[src/rtl/life_pkg.sv]
// life_pkg: shared FSM state type and cell indexing for the Game-of-Life engine (rev 1.0).
// Used by life_engine_ctrl and life_next_gen; LIFE_WRAP_EN is consumed in life_next_gen.
`default_nettype none
package life_pkg;

  typedef enum logic [1:0] {
    IDLE  = 2'd0,
    PAUSE = 2'd1,
    RUN   = 2'd2
  } life_state_t;

  function automatic int cell_idx(input int r, input int c, input int cols);
    return r * cols + c;
  endfunction

endpackage
`default_nettype wire

[src/rtl/life_next_gen.sv]
// life_next_gen: combinational B3/S23 next-generation grid (rev 1.0).
// LIFE_WRAP_EN defined -> toroidal neighbours; undefined -> fixed dead border.
`default_nettype none
module life_next_gen
  import life_pkg::*;
#(
  parameter int ROWS = 8,
  parameter int COLS = 8
) (
  input  logic [ROWS*COLS-1:0] i_grid,
  output logic [ROWS*COLS-1:0] o_next
);

  for (genvar r = 0; r < ROWS; r++) begin : g_row
    for (genvar c = 0; c < COLS; c++) begin : g_col
      logic [7:0] w_nb;
      logic [3:0] w_cnt;

      // neighbour k walks the 3x3 window row by row, skipping the centre
      for (genvar k = 0; k < 8; k++) begin : g_nb
        localparam int DR = (k < 3) ? -1 : ((k < 5) ? 0 : 1);
        localparam int DC = (k == 0 || k == 3 || k == 5) ? -1 :
                            ((k == 1 || k == 6) ? 0 : 1);
        localparam int NR = r + DR;
        localparam int NC = c + DC;
`ifdef LIFE_WRAP_EN
        assign w_nb[k] = i_grid[cell_idx((NR + ROWS) % ROWS, (NC + COLS) % COLS, COLS)];
`else
        if (NR >= 0 && NR < ROWS && NC >= 0 && NC < COLS) begin : g_in
          assign w_nb[k] = i_grid[cell_idx(NR, NC, COLS)];
        end else begin : g_out
          assign w_nb[k] = 1'b0;
        end
`endif
      end

      always_comb begin
        w_cnt = 4'd0;
        for (int k = 0; k < 8; k++) begin
          w_cnt = w_cnt + {3'b000, w_nb[k]};
        end
      end

      assign o_next[cell_idx(r, c, COLS)] =
        (w_cnt == 4'd3) | (i_grid[cell_idx(r, c, COLS)] & (w_cnt == 4'd2));
    end
  end

endmodule
`default_nettype wire

[src/rtl/life_engine_ctrl.sv]
// life_engine_ctrl: Game-of-Life load/run/pause/step engine with rate divider and status (rev 1.0).
// Optional LIFE_WRAP_EN selects a toroidal board inside life_next_gen.
`default_nettype none
module life_engine_ctrl
  import life_pkg::*;
#(
  parameter int ROWS   = 8,
  parameter int COLS   = 8,
  parameter int RATE_W = 24,
  parameter int GEN_W  = 16
) (
  input  logic                   clk,
  input  logic                   reset,
  input  logic                   load,
  input  logic                   run,
  input  logic                   step,
  input  logic [RATE_W-1:0]      rate,
  input  logic [ROWS*COLS-1:0]   seed,
  output logic [ROWS*COLS-1:0]   grid,
  output logic [GEN_W-1:0]       generation,
  output logic                   running,
  output logic                   stable,
  output logic                   extinct
);

  localparam int N = ROWS * COLS;

  life_state_t       r_state;
  life_state_t       w_state_nxt;
  logic [N-1:0]      r_grid;
  logic [N-1:0]      w_next_grid;
  logic [GEN_W-1:0]  r_gen;
  logic [RATE_W-1:0] r_tick;
  logic              r_stable;
  logic              w_evolve;
  logic              w_tick_run;

  life_next_gen #(
    .ROWS (ROWS),
    .COLS (COLS)
  ) u_next_gen (
    .i_grid (r_grid),
    .o_next (w_next_grid)
  );

  always_ff @(posedge clk or posedge reset) begin
    if (reset) begin
      r_state <= IDLE;
    end else begin
      r_state <= w_state_nxt;
    end
  end

  always_comb begin
    w_state_nxt = r_state;
    if (load) begin
      w_state_nxt = run ? RUN : PAUSE;
    end else begin
      case (r_state)
        IDLE:    w_state_nxt = IDLE;
        PAUSE:   w_state_nxt = run ? RUN : PAUSE;
        RUN:     w_state_nxt = run ? RUN : PAUSE;
        default: w_state_nxt = IDLE;
      endcase
    end
  end

  // load outranks both a manual step and a tick-due evolve
  always_comb begin
    w_evolve   = 1'b0;
    w_tick_run = 1'b0;
    if (!load) begin
      case (r_state)
        PAUSE: w_evolve = step;
        RUN: begin
          if (run) begin
            w_tick_run = 1'b1;
            w_evolve   = (r_tick == rate);
          end
        end
        default: ;
      endcase
    end
  end

  always_ff @(posedge clk or posedge reset) begin
    if (reset) begin
      r_grid   <= '0;
      r_gen    <= '0;
      r_tick   <= '0;
      r_stable <= 1'b0;
    end else begin
      if (load) begin
        r_grid   <= seed;
        r_gen    <= '0;
        r_stable <= 1'b0;
      end else if (w_evolve) begin
        r_grid   <= w_next_grid;
        r_stable <= (w_next_grid == r_grid);
        if (r_gen != {GEN_W{1'b1}}) begin
          r_gen <= r_gen + {{(GEN_W-1){1'b0}}, 1'b1};
        end
      end
      // tick >= rate also covers a rate lowered below the current count
      if (!w_tick_run || r_tick >= rate) begin
        r_tick <= '0;
      end else begin
        r_tick <= r_tick + {{(RATE_W-1){1'b0}}, 1'b1};
      end
    end
  end

  assign grid       = r_grid;
  assign generation = r_gen;
  assign running    = (r_state == RUN);
  assign stable     = r_stable;
  assign extinct    = ~|r_grid;

endmodule
`default_nettype wire

[config.mk]
export PLATFORM = sky130hd
export DESIGN_NAME = life_engine_ctrl
export DESIGN_NICKNAME = d
export VERILOG_FILES = /design/src/rtl/life_pkg.sv /design/src/rtl/life_next_gen.sv /design/src/rtl/life_engine_ctrl.sv
export SDC_FILE = /design/constraint.sdc
export NUM_CORES = 1
export LEC_CHECK = 0
export CAP_MARGIN = 40
export CORE_ASPECT_RATIO = 2
export CORE_MARGIN = 2
export CORE_UTILIZATION = 55
export DETAILED_ROUTE_END_ITERATION = 8
export PLACE_DENSITY = 0.79
export SYNTH_ARGS = -nofsm -noshare
export SYNTH_HDL_FRONTEND = slang
export SYNTH_SLANG_ARGS = --single-unit
[constraint.sdc]
create_clock -name clk -period 12.3 [get_ports clk]
set_input_delay 3.075 -clock clk [delete_from_list [all_inputs] [get_ports clk]]
set_output_delay 3.075 -clock clk [all_outputs]
set_load 0.02 [all_outputs]
==> results.tsv, run 1 <==
metric	value	unit
CTS tree	yes	
worst reg2reg path startpoint	grid[18]	
Ports	176	
Synth Warn #	0	
PortBufs	175	
clk_skew	18.3	ps
DR WL/cell	24.0	um
DIE WIDTH	125	um
area grow syn2layout	15.7	%
Hold Path Origin	generation[13]	
max_slew headroom	33.8	%
Final min period	6600	ps
H-tree lvl count	3	
crit path from	grid[28]	
most frequent CP cell	nor4_1	
vias	14300	
DR iter-0 viols	927	
gp weighted congestion	1.04	
register area share after synthesis	16.7	%
Mapped Nets	2288	
max frequency	151	MHz
Resized cells post-CTS	0	
first-pass detailed-route iteration total	7	
RSZ-0062 raised after global routing	false	
root buffer cell	clkbuf_16	
post-CTS setup buffers	0	
Final Cycle Share	53.7	%
final hold slack	576	ps
top flip-flop cell by instance count after synthesis	dfrtp_1	
hold crit path type	flip-flop to flip-flop	
Final Cell Area	18500	um2
Setup CP Type	flip-flop to primary output	
Via density	6.18	
# nets final	2457	
Distinct cells, synth	68	
Clk Latency, worst-skew pair	400	ps
Initial Utilization	55.7	%
DRT antenna net count	0	
placed insts	2304	
number of global-route vias before repair	15200	
all-layer global routing usage	36.9	%
CTS Hold Bufs	0	
Mean Syn Cell Area	8.96	um2
# DRC	0	
post-DP HPWL	45.4	mm
row count	88	
GRT overflow	0	
Critical Path Slowest Stage Cell	clkdlybuf4s50_1	
status	finished, final reports clean	
Clock transition at path regs	90	ps
crit path max fanout	9	
antenna violations before repair	0	
core box area	28700	um2
WL final	55.8	mm
die height	245	um
CP Data Arrival Time	3530	ps
setup TNS	0	ps
DP Area	18200	um2
number of flops mapped to enable cells by yosys	0	
crit end category	primary output	
first-pass GRT wire length	85.2	mm
Critical Path RT	9220	ps
Async SR Flop Fraction	100	%
Pins Over Slew Limit	0	
clock sinks	107	
setup violators final	0	
Worst R2R Setup Slack	6570	ps
Clock Tree Buf Depth	2	
crit-path max cell delay	700	ps
largest net degree at the start of global routing	62	
final std cells w/o fill	2321	
CP cell instances	inv_1, ha_1, nand4_1, nor4_1, nand3_1, nor4_1, clkdlybuf4s50_1	
Buf/Inv on CP	2	
number of CTS-inserted buffers	9	
CP delay by family, top	buffers and inverters	
Syn Inst Count	1787	
worst slew pin tran	980	ps
final hold violations	0	
Post-Syn Area	16000	um2
die area	30600	um2
Max-cap violations	0	
share of layout cells above drive strength 1	2.65	%
CP Launch Type	flip-flop	
Synth Register Bits	107	
n_diodes	0	
-- worst register-to-register path, delay by kind of cell (launching register included) --
kind,cells,cell delay (ps)
adders and majority gates,5,2180
and+or+nand+nor,5,1590
DFF,1,710
AOI/OAI and AO/OA,2,620
buffers and inverters,4,590
-- placed cells by master (no fill, tap or decap), types with 36 or more instances in the layout --
cell             count
ha_1               212
nand3_1             50
fa_1               196
clkdlybuf4s50_1    174
o21ai_0             54
dfrtp_1            107
a211oi_1            48
nand2b_1            41
inv_1              387
nand2_1             78
nand4_1             36
nor2_1             102
a21oi_1            119
nor3b_1             36
-- routing by layer --
layer,vias up,part of all wire [%],track usage (%)
met5,-,0,0
met4,0,12,36.9
met3,274,6.1,6.06
met2,684,50,65.0
met1,7019,32,35.4
li1,6366,-,-
-- area by class of cell --
class	count	area, um2
tap	360	450
clock buffer	10	239
sequential	107	2680
inverter	389	1460
fill	2429	10200
timing repair buffer	195	1910
multi-input combinational	1254	11700
clock inverter	6	51.3
-- flip-flops by register name, summed over array words and instances, names as in the netlist --
signal      flops
grid           64
r_tick         24
generation     16
r_state         2
stable          1
-- per-stage QoR --
step	setup WS, ps	util (%)
detailed placement	5900	63.4
global placement	5630	63.2
finish	5700	64.4
global route	5610	64.4
floorplan	6410	-
CTS	5790	64.4
-- cells in the mapped netlist, drive strengths merged (2+ instances only) --
master | instances | area, um2
mux2i | 12 | 120
nand3b | 4 | 30.0
a22o | 2 | 17.5
o21a | 5 | 37.5
o2111ai | 6 | 52.6
o22ai | 32 | 200
nand2 | 78 | 293
o211ai | 4 | 30.0
or3b | 4 | 35.0
fa | 196 | 3920
or4 | 6 | 45.0
nor2b | 18 | 113
o41ai | 2 | 17.5
nor3 | 16 | 80.1
inv | 388 | 1460
a22oi | 22 | 165
and3 | 6 | 37.5
a31oi | 4 | 25.0
nor4b | 12 | 111
nor4bb | 20 | 200
xor2 | 18 | 158
a211oi | 48 | 360
o21ai | 56 | 288
o32ai | 2 | 17.5
nor3b | 37 | 283
nor2 | 102 | 383
a222oi | 3 | 30.0
a2111oi | 8 | 88.8
ha | 212 | 2650
a32oi | 6 | 52.6
buf | 13 | 68.8
clkbuf | 24 | 90.1
nand3 | 50 | 250
nand4 | 36 | 225
nor4 | 22 | 144
and4 | 2 | 17.5
a21o | 5 | 37.5
xnor2 | 18 | 158
a21oi | 119 | 596
nand2b | 41 | 257
dfrtp | 107 | 2680
a221oi | 2 | 17.5
-- final timing paths --
kind	depth (start not counted)	end
max in group asynchronous	3	grid[2]
worst max register to register	16	stable
min in group asynchronous	2	generation[9]
worst min-delay path	2	generation[13]
worst min register to register	2	generation[13]
worst max-delay path	7	extinct
-- cell families after synthesis --
family | after synthesis | share of synthesized area [%]
AND/OR/NAND/NOR | 461 | 16.0
buffers and inverters | 426 | 10.1
adder cells (fa/ha/maj) | 408 | 41.1
AO/OA/AOI/OAI | 336 | 13.3
flip-flops | 107 | 16.7
XOR/XNOR | 36 | 1.97
multiplexers | 13 | 0.821
Power of run 1 is left out: the tool's default activity adds up to more than one toggle a clock period on the data nets, which glitch-free logic cannot reach.
==> inputs of run 2 (changes only) <==
- CORE_UTILIZATION: 55 -> 54
- PLACE_DENSITY: 0.79 -> 0.81
- clock period: 12.3 -> 5.9 ns (I/O delays scaled with it)
==> run 2 against run 1 <==
  * Flip-flop and latch count stayed put
  * Final area is 1.2% higher
  * Highest routed layer unchanged
  * Critical endpoint is now stable
  * Routed wire length is 4.1% higher
  * Setup slack worse by 4900 ps
  * Largest cell class unchanged
==> results.tsv, run 2 (synthesis gave the netlist of run 1 again) <==
metric	value	unit
Initial Utilization	54.5	%
met1 GRT Util	36.4	%
Clock Tree Buf Depth	2	
number of CTS-inserted buffers	9	
row count	89	
Final min period	5150	ps
crit path from	grid[17]	
RSZ-0062 raised after global routing	false	
most frequent cells in the layout	387 x inv_1, 212 x ha_1, 196 x fa_1	
CP Launch Type	flip-flop	
antenna violations before repair	1	
crit end category	flip-flop	
GRT met3 Usage	6.01	%
final hold violations	0	
number of global-route vias before repair	15600	
max frequency	194	MHz
GRT overflow	0	
core box area	29400	um2
Worst R2R Setup Slack	750	ps
setup TNS	0	ps
all-layer global routing usage	38.1	%
clock sinks	107	
Ports	176	
max_slew headroom	33.6	%
DIE WIDTH	126	um
die height	248	um
worst reg2reg path startpoint	grid[17]	
CTS Hold Bufs	0	
setup violators final	0	
H-tree lvl count	3	
CP cell instances	inv_1, ha_1, inv_1, fa_1, fa_1, inv_1, fa_1, inv_1, fa_1, nor3b_1, a211oi_1, a2111o_1, a2111oi_4, nand4_1, nor4_1, a22o_1	
root buffer cell	clkbuf_16	
Via density	6.19	
Largest register FFs	64	
CP delay by family, top	adder cells	
DR WL/cell	24.7	um
crit-path max cell delay	640	ps
Clk Latency, worst-skew pair	400	ps
vias	14600	
Final Cycle Share	87.2	%
die area	31100	um2
crit path max fanout	10	
share of layout cells above drive strength 1	3.93	%
clk_skew	22.7	ps
CTS tree	yes	
first-pass detailed-route iteration total	6	
status	finished, final reports clean	
CP Data Arrival Time	5480	ps
DRT antenna net count	0	
M2 GR Usage	67.3	%
WL final	58.1	mm
Critical Path Slowest Stage Cell	dfrtp_1	
# nets final	2482	
first-pass GRT wire length	88.7	mm
post-DP HPWL	48.1	mm
area grow syn2layout	17.1	%
Max-cap violations	0	
Setup CP Type	flip-flop to flip-flop	
Pins Over Slew Limit	0	
worst slew pin tran	982	ps
Hold Path Origin	r_tick[0]	
Critical Path RT	6230	ps
Resized cells post-CTS	0	
n_diodes	0	
largest net degree at the start of global routing	67	
hold crit path type	flip-flop to flip-flop	
busiest grt layer	met2	
gp weighted congestion	1.03	
# DRC	0	
post-CTS setup buffers	0	
Buf/Inv on CP	4	
PortBufs	175	
Clock transition at path regs	80	ps
DR iter-0 viols	958	
commonest non-fill, non-tap cell in the layout	inv_1	
run 2: cell types whose count changed in the layout (fill, tap and decap cells not counted):
cell / delta
bufinv_16: +1
buf_4: +28
buf_12: +1
clkbuf_8: -1
clkinv_4: +2
clkdlybuf4s15_2: -2
buf_1: -1
inv_6: -3
clkinv_8: +1
clkbuf_2: -1
run 2: through the flow:
step           std cells  setup slack, ps  utilization (%)  hold WS, ps  instance area, um2
4_1_cts             2350              786             63.8          562               18700
6_report            2350              754             63.8          554               18700
2_1_floorplan       1787             1260                -          489               16000
3_3_place_gp        2329              965             62.5          540               18400
5_1_grt             2350              396             63.8          587               18700
3_5_place_dp        2334              802             62.7          550               18400
run 2: metal layers:
layer | share of wire, % | routed length [um]
met5 | 0 | 0
met4 | 13 | 7390
met3 | 5.7 | 3340
met2 | 50 | 29100
met1 | 31 | 18300
run 2: cell type report:
class	instances	area, um2
Inverter	389	1460
Timing Repair Buffer	220	2110
Tap cell	364	455
Clock inverter	7	88.8
Multi-Input combinational cell	1254	11700
Sequential cell	107	2680
Fill cell	2502	10700
Clock buffer	9	225
run 2: worst paths after layout:
check | cells past startpoint | endpoint
worst max-delay path | 16 | stable
worst min-delay path | 1 | r_tick[0]
worst max register to register | 16 | stable
worst min register to register | 1 | r_tick[0]
max in group asynchronous | 3 | grid[49]
min in group asynchronous | 2 | grid[23]
Power of run 2 is left out for the same reason.
==> inputs of run 3 (changes only) <==
- CTS_CLUSTER_SIZE: default -> 8
==> results of run 3 <==
Final layout, timing and power as in run 2 (identical DEF).
Power of run 3 is left out for the same reason.
